--- src/rtl/item_collision_scanner.sv ---
// item_collision_scanner: scans the item table one entry per clock and reports the lowest-index item containing the hook tip.
// Optional macro COLLISION_AUTO_CLEAR_EN: in the DONE cycle of a hit, write the hit record back with its valid bit cleared.
module item_collision_scanner #(
  parameter int ITEM_COUNT = 16,
  parameter int IDX_W      = 4
) (
  input  logic             clock,
  input  logic             resetn,
  input  logic             enable,
  input  logic             start,
  input  logic [8:0]       hook_x,
  input  logic [7:0]       hook_y,
  output logic [IDX_W-1:0] item_addr,
  input  logic [21:0]      item_rdata,
  output logic             item_we,
  output logic [21:0]      item_wdata,
  output logic             busy,
  output logic             done,
  output logic             hit,
  output logic [IDX_W-1:0] hit_index,
  output logic [1:0]       hit_type,
  output logic [1:0]       hit_size
);

  localparam int CW = IDX_W + 1;
  localparam logic [CW-1:0]    CNT_END  = CW'(ITEM_COUNT);
  localparam logic [IDX_W-1:0] LAST_IDX = IDX_W'(ITEM_COUNT - 1);

  typedef enum logic [1:0] {
    IDLE = 2'd0,
    SCAN = 2'd1,
    DONE = 2'd2
  } state_t;

  state_t            state_reg, state_next;
  logic [CW-1:0]     cnt_reg, cnt_next;
  logic [8:0]        hx_reg;
  logic [7:0]        hy_reg;
  logic              hit_reg;
  logic [IDX_W-1:0]  hit_index_reg;
  logic [1:0]        hit_type_reg;
  logic [1:0]        hit_size_reg;
`ifdef COLLISION_AUTO_CLEAR_EN
  logic [20:0]       hit_rec_reg;
`endif

  logic              accept;
  logic              cmp_valid;
  logic              match;
  logic [IDX_W-1:0]  cmp_idx;
  logic signed [9:0] dx, dy;
  logic [9:0]        adx, ady, radius;

  assign accept    = (state_reg == IDLE) && start && enable;
  // cnt_reg counts SCAN cycles; the record compared now was addressed one cycle earlier
  assign cmp_valid = (state_reg == SCAN) && (cnt_reg != '0);
  assign cmp_idx   = cnt_reg[IDX_W-1:0] - IDX_W'(1);

  always_comb begin
    dx = $signed({1'b0, hx_reg}) - $signed({1'b0, item_rdata[16:8]});
    dy = $signed({2'b00, hy_reg}) - $signed({2'b00, item_rdata[7:0]});
    adx = dx[9] ? -dx : dx;
    ady = dy[9] ? -dy : dy;
    case (item_rdata[18:17])
      2'd0:    radius = 10'd3;
      2'd1:    radius = 10'd5;
      2'd2:    radius = 10'd8;
      default: radius = 10'd12;
    endcase
    match = item_rdata[21] && (item_rdata[20:19] != 2'b00) &&
            (adx <= radius) && (ady <= radius);
  end

  always_comb begin
    state_next = state_reg;
    cnt_next   = cnt_reg;
    case (state_reg)
      IDLE: begin
        if (accept) begin
          state_next = SCAN;
          cnt_next   = '0;
        end
      end
      SCAN: begin
        if (!enable) begin
          state_next = IDLE;
        end else if (cmp_valid && match) begin
          state_next = DONE;
        end else if (cnt_reg >= CNT_END) begin
          state_next = DONE;
        end else begin
          cnt_next = cnt_reg + CW'(1);
        end
      end
      DONE:    state_next = IDLE;
      default: state_next = IDLE;
    endcase
  end

  always_ff @(posedge clock or negedge resetn) begin
    if (!resetn) begin
      state_reg <= IDLE;
      cnt_reg   <= '0;
    end else begin
      state_reg <= state_next;
      cnt_reg   <= cnt_next;
    end
  end

  always_ff @(posedge clock or negedge resetn) begin
    if (!resetn) begin
      hx_reg        <= '0;
      hy_reg        <= '0;
      hit_reg       <= 1'b0;
      hit_index_reg <= '0;
      hit_type_reg  <= '0;
      hit_size_reg  <= '0;
`ifdef COLLISION_AUTO_CLEAR_EN
      hit_rec_reg   <= '0;
`endif
    end else if (accept) begin
      hx_reg        <= hook_x;
      hy_reg        <= hook_y;
      hit_reg       <= 1'b0;
      hit_index_reg <= '0;
      hit_type_reg  <= '0;
      hit_size_reg  <= '0;
`ifdef COLLISION_AUTO_CLEAR_EN
      hit_rec_reg   <= '0;
`endif
    end else if ((state_reg != IDLE) && !enable) begin
      // an aborted scan drops hit but leaves the other fields as they were
      hit_reg <= 1'b0;
    end else if (cmp_valid && match) begin
      hit_reg       <= 1'b1;
      hit_index_reg <= cmp_idx;
      hit_type_reg  <= item_rdata[20:19];
      hit_size_reg  <= item_rdata[18:17];
`ifdef COLLISION_AUTO_CLEAR_EN
      hit_rec_reg   <= item_rdata[20:0];
`endif
    end
  end

  always_comb begin
    item_addr  = '0;
    item_we    = 1'b0;
    item_wdata = '0;
    if (state_reg == SCAN) begin
      item_addr = (cnt_reg >= CNT_END) ? LAST_IDX : cnt_reg[IDX_W-1:0];
    end
`ifdef COLLISION_AUTO_CLEAR_EN
    if ((state_reg == DONE) && enable && hit_reg) begin
      item_addr  = hit_index_reg;
      item_we    = 1'b1;
      item_wdata = {1'b0, hit_rec_reg};
    end
`endif
  end

  assign busy      = (state_reg != IDLE);
  assign done      = (state_reg == DONE) && enable;
  assign hit       = hit_reg;
  assign hit_index = hit_index_reg;
  assign hit_type  = hit_type_reg;
  assign hit_size  = hit_size_reg;

endmodule

--- config.mk ---
export PLATFORM = sky130hd
export DESIGN_NAME = item_collision_scanner
export DESIGN_NICKNAME = d
export VERILOG_FILES = /design/src/rtl/item_collision_scanner.sv
export SDC_FILE = /design/constraint.sdc
export NUM_CORES = 1
export LEC_CHECK = 0
export BUFFER_PORTS_ARGS = -buffer_cell sky130_fd_sc_hd__buf_4
export CORE_MARGIN = 3
export CORE_UTILIZATION = 54
export DETAILED_ROUTE_END_ITERATION = 16
export PLACE_DENSITY = 0.89
export SLEW_MARGIN = 25
export SYNTH_ARGS = -nofsm -noshare
export SYNTH_HDL_FRONTEND = slang
export SYNTH_SLANG_ARGS = --single-unit
--- constraint.sdc ---
create_clock -name clock -period 4.9 [get_ports clock]
set_input_delay 0.245 -clock clock [delete_from_list [all_inputs] [get_ports clock]]
set_output_delay 0.245 -clock clock [all_outputs]
set_load 0.01 [all_outputs]
# == Word level (Yosys, flattened, before mapping) ==
# Cells that the tools add are included.
# classes
n_mux,27
order_cmp,3
reduce_logical,21
add_sub_neg,6
n_eq_ne,10
# ops
cell,count
less-or-equal comparator 10 bit,2
two-way mux 10 bit,2
two-way mux 2 bit,10
two-way mux 4 bit,5
two-way mux 5 bit,4
case mux 4 bit (3 select lines),1
inequality test 2 bit (second input constant),5
negation 10 bit,1
negation 9 -> 10 bit,1
case mux 5 bit (2 select lines),1
subtractor 9 x 9 -> 10 bit,1
logical AND 1 bit,9
subtractor 8 x 8 -> 9 bit,1
nonzero test 2 bit,4
adder 5 x 1 -> 5 bit (second input constant),1
>= comparator 5 bit (second input constant),1
AND reduction 5 bit,1
nonzero test 5 bit,1
equality test 2 x 1 -> 1 bit (second input constant),2
equality test 2 bit (second input constant),2
zero test 2 bit,2
inequality test 4 x 2 -> 1 bit (second input constant),1
case mux 2 bit (2 select lines),1
AND reduction 2 bit,2
4 further kinds,6
# totals
word_cells,75
register_bits,33
in_bits,43

# == Longest topological paths before layout ==
# depth
ltp_word,10
mapped_depth,21
mapped_depth_nobuf,20

# == Worst setup path after synthesis ==
# Ideal clock, no wire load.
# synth_timing
path_type,reg2reg
start,reg hy_reg[0]
end,reg cnt_reg[0]
setup_slack_ns,1.087
path_stages_with_launch,20
arrival_time_ns,3.689
setup_ns,0.125
n_path_buf,0
required_ns,4.775
path_cell_list,dfrtp_1 > inv_1 > ha_1 > inv_1 > fa_1 > a21o_1 > a21oi_4 > a21oi_2 > o22ai_2 > o21ai_0 > ha_1 > nor2b_1 > o21a_1 > o21a_1 > o21ai_0 > and3_1 > o221a_1 > nand4_2 > o22ai_1 > mux2_2
# synth_between
elab_chain_cells,8
# synth_lines
item,line_no,rtl
start: declaration,38,logic [7:0] hy_reg;
start signal: assignment,123,hy_reg <= hook_y;
subtractor 8 x 8 -> 9 bit (*),61,"dy = $signed({2'b00, hy_reg}) - $signed({2'b00, item_rdata[7:0]});"
negation 9 -> 10 bit,63,ady = dy[9] ? -dy : dy;
two-way mux 10 bit (*),63,
less-or-equal comparator 10 bit (*),71,(adx <= radius) && (ady <= radius);
logical AND 1 bit (*),71,
logical AND 1 bit (*),87,end else if (cmp_valid && match) begin
inequality test 2 bit (no line) (*),n/a,
AND reduction 5 bit (no line) (*),n/a,
end signal: assignment,106,cnt_reg <= cnt_next;
end: declaration,36,"logic [CW-1:0] cnt_reg, cnt_next;"
# Mark *: on every way between the ends. The rest lies on a longest branch, timed or not.
# A chain may end at the register's enable or synchronous reset.

# == Final worst setup path ==
# Ends and elaborated chain as after synthesis.

==> flow_summary.json <==
{
  "grt_pass1_vias": 2775,
  "finClkSkew_ns": 0.0149,
  "vias": 2924,
  "pin_count": 81,
  "r2r-start": "hy_reg[0]",
  "setup_viol": 0,
  "port-buffer-count": 57,
  "arrival_ns": 4.52,
  "synth_edf_count": 0,
  "hold_slack_ns": 0.137,
  "critical_path_class": "flop to flop",
  "largest_reg_flops": 9,
  "cts_buffers": 5,
  "async_flop_share_pct": 100,
  "layout-drive-gt1-share_pct": 19.6,
  "cp.required_ns": 5.07,
  "cts_tree": "done",
  "synth_ff_type": "dfrtp_1",
  "drt_iter0_drc": 229,
  "syn-cell-area_um2": 3220,
  "hold_viol_final": 0,
  "fp-row-count": 27,
  "dp_hpwl_mm": 5.92,
  "power_density_nw_per_um2": 362,
  "overflow": 0,
  "fin_nets": 527,
  "vdd_drop_max_uv": 207,
  "syn_area_per_cell_um2": 8.03,
  "hold_path.class": "input pin to flop",
  "period_minus_slack_ns": 4.35,
  "outcome": "complete, no violations",
  "ys_types": 71,
  "max_freq_mhz": 230,
  "cts_setup_buffers": 0,
  "yosys.area.top_type": "dfrtp_1",
  "postSynthCellCount": 401,
  "cts_resized": 0,
  "diodes": 0,
  "grt.total_usage_pct": 21.8,
  "avgRoutedWirePerCell_um": 14.4,
  "yosysMostFrequentCell": "nand2_1",
  "clock_sinks": 33,
  "slew_violations": 0,
  "wl_mm": 7.55,
  "p_leak_nw": 1.92,
  "rsz0062_at_grt": "false",
  "timing.rr.end": "cnt_reg[0]",
  "clockRootBuffer": "clkbuf_8",
  "reg2reg_setup_slack_ns": 0.55,
  "core-area_um2": 5640,
  "ff2ff_path_depth": 20,
  "min_period_over_period_pct": 88.8,
  "crit_fanout": 12,
  "grt_pass1_wl_mm": 12.8,
  "synthTopCellsByArea": "dfrtp_1 (26%), ha_1 (11%), nand2_1 (7.8%)",
  "cp-end-kind": "flop",
  "hold_buffers": 1,
  "cts_max_level": 2,
  "die_w_um": 83.2,
  "die_h_um": 83.2,
  "antenna_left": 0,
  "yosys_warnings": 0,
  "setup-tns-final_ns": 0,
  "initial_core_util_pct": 57.1,
  "first_pass_iters": 4,
  "drv_cap": 0,
  "viasPerCell": 5.56,
  "synth_common_cells": "nand2_1 (67), inv_1 (36), dfrtp_1 (33)",
  "worst_pin_slew_ns": 0.907,
  "syn_to_final_growth_pct": 15.6,
  "timing.slew.headroom_pct": 39.3,
  "synth_top_area_share_pct": 25.7,
  "cp-startpoint": "hy_reg[0]",
  "place.gp.congestion": 0.859,
  "grt_max_degree": 34,
  "crit_path_end": "cnt_reg[0]",
  "clockBufferDepth": 2,
  "drt_drc_violations_left": 0,
  "startpoint_type": "flop",
  "ys_seq_elements": 33,
  "ys_seq_area_share_pct": 25.7,
  "antenna_found_initial": 0,
  "insertion_delay_ns": 0.29,
  "fp.dieArea_um2": 6920,
  "clk_pin_slew_worst_paths_ns": 0.08
}
-- metal layers --
layer	vias to the layer above	global-route usage, %	share of wire (%)
met5	-	0	0
met4	0	6.39	0.93
met3	7	3.77	5.6
met2	92	34.1	47
met1	1370	30.9	47
li1	1455	-	-
-- area by class of cell --
| class | instances | area, um^2 |
|---|---|---|
| clock buffers | 5 | 68.8 |
| clock inverters | 3 | 46.3 |
| fillers | 457 | 1920 |
| inverters | 36 | 135 |
| multi-input cells | 318 | 2110 |
| flip-flops and latches | 33 | 826 |
| well taps | 72 | 90.1 |
| repair buffers | 59 | 449 |
-- through the flow --
stage	power [mW]	utilization (%)	area [um^2]	setup WS [ns]	std cells
after global routing	1.46	66.0	3720	0.173	526
after floorplan	0.932	-	3300	1.09	423
after detailed placement	1.07	63.7	3600	0.604	517
final	1.35	66.0	3720	0.549	526
after global placement	1.05	63.5	3580	0.771	516
after CTS	1.35	66.0	3720	0.557	526
-- kinds of logic (layout without fill, tap and decap cells) --
family          count (synthesis)  count (layout)  share of synthesized area, %
compound gates                 88              88                          20.1
fa+ha+maj                      31              31                          12.5
other cells                     1              23                         0.116
xor+xnor                       15              15                          4.31
mux                             7               7                          2.80
flops                          33              33                          25.7
simple gates                  154             154                          23.0
buf+inv                        72             103                          11.5
-- how the worst min path moves through the flow --
stage | start | end | slack [ns] | depth (start not counted)
floorplan | resetn | cnt_reg[0] | -0.05 | 0
global placement | resetn | hx_reg[5] | 0.23 | 1
detailed placement | resetn | hit | 0.22 | 1
CTS | hook_x[3] | hx_reg[3] | 0.13 | 3
global route | hook_x[3] | hx_reg[3] | 0.15 | 3
finish | hook_y[1] | hy_reg[1] | 0.14 | 3
-- report_power, final --
part	internal, mW	switching, mW
combinational	0.336	0.411
clock	0.152	0.115
sequential	0.306	0.0279
total	0.793	0.554
-- worst max-delay path, cell delays in order (launching register included) --
cell,delay [ns]
dfrtp_1,0.37
inv_1,0.06
ha_1,0.16
inv_1,0.05
fa_1,0.40
a21o_1,0.20
a21oi_4,0.21
a21oi_2,0.11
o22ai_2,0.26
nand2_1,0.09
o21ai_0,0.08
ha_1,0.26
nor2b_1,0.14
o21a_1,0.16
o21a_1,0.16
o21ai_0,0.12
and3_1,0.17
o221a_1,0.19
nand4_2,0.25
o22ai_1,0.39
mux2_2,0.38
-- placed cells by master (no fill, tap or decap), types with 3 or more instances in the layout --
cell      count
a211oi_1      7
nand3_1      14
nor3_1        3
ha_1         29
o21ai_0      19
or4_1         3
o31ai_1       4
mux2i_1       3
inv_1        36
a21o_1        5
xnor2_1      10
clkbuf_8      5
nor2b_1       6
o21a_1        6
buf_4        57
nand2_1      67
nand4_1       5
nor2_1       29
nand3b_1      3
dfrtp_1      33
or3_1         3
and3_1        4
conb_1       23
a21oi_1      13
xor2_1        4
a31oi_1       3
(Power assumes the default switching activity.)
